<file path="src/rtl/mem_ctrl_pkg.sv">
// Shared definitions for the MEM-stage data-memory access controller:
// FSM state encoding and default timeout / fault-data constants.
package mem_ctrl_pkg;

    typedef enum logic [1:0] {
        IDLE   = 2'b00,
        ACCESS = 2'b01,
        DONE   = 2'b10
    } state_e;

    localparam int unsigned DEF_TIMEOUT_CYCLES = 15;
    localparam logic [31:0] DEF_FAULT_DATA     = 32'h0000_0000;

endpackage

</file>
<file path="src/rtl/mem_timeout_ctr.sv">
// Access watchdog: counts enabled cycles and flags the last permitted cycle
// (count == TIMEOUT_CYCLES-1) so the controller can abort on that edge.
module mem_timeout_ctr
    import mem_ctrl_pkg::*;
#(
    parameter int unsigned TIMEOUT_CYCLES = DEF_TIMEOUT_CYCLES
) (
    input  logic clk_i,
    input  logic rst_n_i,
    input  logic clear_i,
    input  logic enable_i,
    output logic expire_o
);

    localparam logic [7:0] LAST_COUNT = 8'(TIMEOUT_CYCLES - 1);

    logic [7:0] count_q;
    logic [7:0] count_d;

    always_comb begin
        count_d = count_q;
        if (clear_i) begin
            count_d = 8'd0;
        end else if (enable_i) begin
            count_d = count_q + 8'd1;
        end
    end

    // NOTE: sequential state is updated with <= so every flop samples the
    // pre-edge values of the others; blocking here would create races.
    always_ff @(posedge clk_i or negedge rst_n_i) begin
        if (!rst_n_i) begin
            count_q <= 8'd0;
        end else begin
            count_q <= count_d;
        end
    end

    assign expire_o = enable_i && (count_q == LAST_COUNT);

endmodule

</file>
<file path="src/rtl/mem_access_ctrl.sv">
// MEM-stage data-memory sequencer: issues one req/ack transaction per load or
// store, stalls the front of the pipeline and bubbles MEM/WB until it completes.
module mem_access_ctrl
    import mem_ctrl_pkg::*;
#(
    parameter int unsigned TIMEOUT_CYCLES = DEF_TIMEOUT_CYCLES,
    parameter logic [31:0] FAULT_DATA     = DEF_FAULT_DATA
) (
    input  logic        Clk,
    input  logic        Rst_n,
    input  logic        M_MemRead,
    input  logic        M_MemWrite,
    input  logic [31:0] M_Addr,
    input  logic [31:0] M_WriteData,
    output logic        DM_Req,
    output logic        DM_We,
    output logic [31:0] DM_Addr,
    output logic [31:0] DM_WData,
    input  logic        DM_Ack,
    input  logic [31:0] DM_RData,
    output logic        Stall,
    output logic        WB_Bubble,
    output logic [31:0] MemData_Out,
    output logic        Fault
);

    state_e      state_q, state_d;
    logic        req_q, req_d;
    logic        we_q, we_d;
    logic [31:0] addr_q, addr_d;
    logic [31:0] wdata_q, wdata_d;
    logic [31:0] rdata_q, rdata_d;
    logic        fault_q, fault_d;

    logic        mem_req;
    logic        stall_raw;
    logic        ctr_clear;
    logic        ctr_expire;

    assign mem_req = M_MemRead | M_MemWrite;

    mem_timeout_ctr #(
        .TIMEOUT_CYCLES(TIMEOUT_CYCLES)
    ) u_timeout_ctr (
        .clk_i   (Clk),
        .rst_n_i (Rst_n),
        .clear_i (ctr_clear),
        .enable_i(state_q == ACCESS),
        .expire_o(ctr_expire)
    );

    // NOTE: every output of this block is given a default first, so no path
    // through the case leaves a signal unassigned and no latch is inferred.
    always_comb begin
        state_d   = state_q;
        req_d     = req_q;
        we_d      = we_q;
        addr_d    = addr_q;
        wdata_d   = wdata_q;
        rdata_d   = rdata_q;
        fault_d   = fault_q;
        stall_raw = 1'b0;
        ctr_clear = 1'b0;

        case (state_q)
            IDLE: begin
                stall_raw = mem_req;
                if (mem_req) begin
                    addr_d  = M_Addr;
                    wdata_d = M_WriteData;
                    we_d    = M_MemWrite;
                    req_d   = 1'b1;
                    state_d = ACCESS;
                end
            end
            ACCESS: begin
                stall_raw = 1'b1;
                // Ack takes priority over an expiry in the same cycle.
                if (DM_Ack) begin
                    if (!we_q) rdata_d = DM_RData;
                    req_d     = 1'b0;
                    we_d      = 1'b0;
                    ctr_clear = 1'b1;
                    state_d   = DONE;
                end else if (ctr_expire) begin
                    if (!we_q) rdata_d = FAULT_DATA;
                    fault_d   = 1'b1;
                    req_d     = 1'b0;
                    we_d      = 1'b0;
                    ctr_clear = 1'b1;
                    state_d   = DONE;
                end
            end
            DONE: begin
                // EX/MEM still holds the finished access; do not re-issue it.
                state_d = IDLE;
            end
            default: begin
                state_d = IDLE;
            end
        endcase
    end

    always_ff @(posedge Clk or negedge Rst_n) begin
        if (!Rst_n) begin
            state_q <= IDLE;
            req_q   <= 1'b0;
            we_q    <= 1'b0;
            addr_q  <= 32'd0;
            wdata_q <= 32'd0;
            rdata_q <= 32'd0;
            fault_q <= 1'b0;
        end else begin
            state_q <= state_d;
            req_q   <= req_d;
            we_q    <= we_d;
            addr_q  <= addr_d;
            wdata_q <= wdata_d;
            rdata_q <= rdata_d;
            fault_q <= fault_d;
        end
    end

    // The IDLE stall is combinational from EX/MEM, so gate it with reset.
    assign Stall       = Rst_n & stall_raw;
    assign WB_Bubble   = Rst_n & stall_raw;
    assign DM_Req      = req_q;
    assign DM_We       = we_q;
    assign DM_Addr     = addr_q;
    assign DM_WData    = wdata_q;
    assign MemData_Out = rdata_q;
    assign Fault       = fault_q;

endmodule

</file>
<file path="config.mk">
export PLATFORM = sky130hd
export DESIGN_NAME = mem_access_ctrl
export DESIGN_NICKNAME = d
export VERILOG_FILES = /design/src/rtl/mem_ctrl_pkg.sv /design/src/rtl/mem_timeout_ctr.sv /design/src/rtl/mem_access_ctrl.sv
export SDC_FILE = /design/constraint.sdc
export NUM_CORES = 1
export LEC_CHECK = 0
export ABC_AREA = 1
export CORE_AREA = 3 3 126 92
export DETAILED_ROUTE_END_ITERATION = 16
export DIE_AREA = 0 0 129 95
export GPL_TIMING_DRIVEN = 0
export PLACE_DENSITY = 0.95
export SLEW_MARGIN = 20
export SYNTH_ARGS = -nofsm -noshare
export SYNTH_HDL_FRONTEND = slang
export SYNTH_SLANG_ARGS = --single-unit
</file>
<file path="constraint.sdc">
create_clock -name Clk -period 3.4 [get_ports Clk]
set_input_delay 0.85 -clock Clk [delete_from_list [all_inputs] [get_ports Clk]]
set_output_delay 0.85 -clock Clk [all_outputs]
set_load 0.01 [all_outputs]
</file>
==> impl_metrics.tcl <==
set metrics [dict create \
    synth_compound_area_share_pct 0.736 \
    hold_path.class "in -> async" \
    port_buffers 200 \
    grt_max_degree 68 \
    detail_route.iter0.violations 150 \
    ys_types 26 \
    irDropWorstVdd_v 0.000573 \
    via_per_inst 4.88 \
    crit_family "buffers and inverters" \
    crit_path_cell_trace "clkdlybuf4s50_1 -> o21ai_4 -> buf_4 -> a21boi_2 -> buf_4 -> clkdlybuf4s50_1" \
    num_vias 4140 \
    dp_slack_ns -0.139 \
    synth_fa_ha_area_share_pct 0.526 \
    startpoint_type "primary input" \
    crit_slowest_cell "clkdlybuf4s50_1" \
    clkSlewWorstSetupHoldPaths_ns 0.07 \
    layout_commonest_cell "nand2_1" \
    synth_xor_area_share_pct 0.552 \
    fin_area_sq_mm 0.00732 \
    synth_seq_cells 109 \
    synth_cells 498 \
    fmax_mhz 306 \
    max_slew.worst_pin.slew_ns 0.473 \
    cp.required_ns 2.55 \
    wirelength_mm 13.5 \
    ys_warn_count 0 \
    synth.area.top_cells "dfrtp_1, nand2_1, nand2_4" \
    antenna_cells 0 \
    synth_top_family_by_area "simple AND/OR/NAND/NOR gates" \
    clock-sinks 109 \
    clockBufferDepth 2 \
    layout_min_cycle_time_ns 3.27 \
    finalHoldViolCount 0 \
    cts_buffers 9 \
    synth_top_area_share_pct 57.3 \
    setup_viol 0 \
    final_nets 815 \
    synth-simple-area-share_pct 36.0 \
    antenna_found_initial 0 \
    grt_usage_pct 21.8 \
    core-area_sq_mm 0.0103 \
    cts_tree "yes" \
    path_class "in -> out" \
    initial_core_util_pct 46.1 \
    path_buf_inv 4 \
    mostFrequentLayoutCells "nand2_1, clkdlybuf4s50_1, dfrtp_1" \
    clk_latency_ns 0.34 \
    detail-route-antenna-nets 0 \
    fin_tns_setup_ns 0 \
    grt-ovfl-total 0 \
    final_layout_size_suffix_gt1_share_pct 15.8 \
    placed_area_sq_mm 0.00696 \
    die_area_sq_mm 0.0123 \
    slew_headroom_pct 68.4 \
    cap_violations 0 \
    hpwl_mm 10.1 \
    period_share_pct 96.2 \
    drc 0 \
    wl_per_cell_um 15.9 \
    clock-root-buffer "clkbuf_16" \
    ios 202 \
    placementRows 31 \
    final.setup_skew_ns 0.00453 \
    cp_max_fo 10 \
    crit_arrival_ns 2.42 \
    status "complete, no violations" \
    gp_congestion 0.884 \
    p_leak_nw 3.51 \
    muxShareOfSynthArea_pct 0 \
    cp-end-kind "output pin" \
    synth_fp_nets 601 \
    yosysTopAreaCell "dfrtp_1" \
    setup_ws_ns 0.129 \
    drt_pass1_iterations 4 \
    slowest_delay_ns 0.53 \
    drv_slew 0 \
    avgSynthCellArea_sq_um 9.56 \
    fp.dieW_um 129 \
    grt_pass1_vias 4315 \
    syn2layout_area_growth_pct 53.7 \
    h-tree-depth 3 \
    holdBufCountCts 0 \
    cellPowerDensity_mw_per_mm2 900 \
    netlist_area_sq_mm 0.00476 \
    ys_seq_area_share_pct 57.3 \
    grt_pass1_wl_mm 21.2 \
    dieHeight_um 95 \
    rsz0062_at_grt "no" \
    hold_ws_ns 0.437 \
]
==> stage by stage <==
stage / util [%] / total power (W) / instances
2_1_floorplan: - / 0.00381 / 498
3_3_place_gp: 67.1 / 0.00537 / 830
3_5_place_dp: 67.4 / 0.00551 / 831
4_1_cts: 70.6 / 0.00664 / 848
5_1_grt: 70.9 / 0.00702 / 849
6_report: 70.9 / 0.00659 / 849
==> flip-flops by register name, summed over array words and instances, names as in the netlist <==
name,flops
DM_Addr,32
DM_Req,1
DM_WData,32
DM_We,1
Fault,1
MemData_Out,32
state_q,2
u_timeout_ctr.count_q,8
==> Yosys cell counts <==
master and n:
nand2_4 31, nand3b_1 1, xnor2_1 2, nor2_1 9, buf_4 3, a31oi_1 1, buf_2 11, o21bai_1 1
xor2_1 1, nor3_1 1, nand3_4 1, inv_1 10, a21boi_0 1, dfrtp_1 109, buf_12 3, nand4_1 34
o21ai_0 1, nand2_1 216, inv_2 4, nor2_4 2, nand2_2 34, nor2_2 3, clkbuf_1 11, ha_1 2
nand3_1 5, o21ai_2 1
==> metal layers <==
metal | wire length (um) | track usage (%) | part of all wire, %
met1 | 5500 | 26.3 | 41
met2 | 6590 | 37.4 | 49
met3 | 1220 | 8.31 | 9.0
met4 | 184 | 4.81 | 1.4
met5 | 0 | 0 | 0
==> path summary, 6_finish.rpt <==
| kind | slack, ns | from | end | cells past startpoint |
|---|---|---|---|---|
| setup reg to reg | 1.83 | u_timeout_ctr.count_q[0] | MemData_Out[11] | 10 |
| setup / recovery | 0.13 | M_MemWrite | WB_Bubble | 6 |
| min in group Clk | 0.48 | DM_WData[11] | DM_WData[11] | 2 |
| hold reg to reg | 0.48 | DM_WData[11] | DM_WData[11] | 2 |
| max in group asynchronous | 2.37 | Rst_n | DM_WData[13] | 2 |
| hold / removal | 0.44 | Rst_n | MemData_Out[27] | 1 |
==> report_power, final <==
group	internal, W	switching [W]	total, W
sequential	0.00189	0.000442	0.00233
combinational	0.00161	0.00156	0.00317
clock	0.000631	0.000457	0.00109
==> area by class of cell <==
| type | count | area (sq um) |
|---|---|---|
| tap | 132 | 165 |
| clock buffer | 13 | 270 |
| multi-input combinational | 347 | 1810 |
| fill | 723 | 3000 |
| clock inverter | 3 | 42.5 |
| sequential | 109 | 2730 |
| timing repair buffer | 203 | 2070 |
| buffer | 28 | 179 |
| inverter | 14 | 52.6 |
==> kinds of logic (layout without fill, tap and decap cells) <==
group / after synthesis / count (layout)
and+or+nand+nor: 337 / 337
DFF: 109 / 109
buffers and inverters: 42 / 261
AOI/OAI and AO/OA: 5 / 5
xor gates and xnor gates: 3 / 3
adders and majority gates: 2 / 2
==> timing repair <==
action / CTS / global route
buffers inserted: 1 / 0
endpoints found under the setup margin: 2 / 2
pin swaps: 1 / 0
gates resized for setup: 2 / 2
gates cloned: 0 / 1
Note: power is estimated with default switching activity, not from simulation.
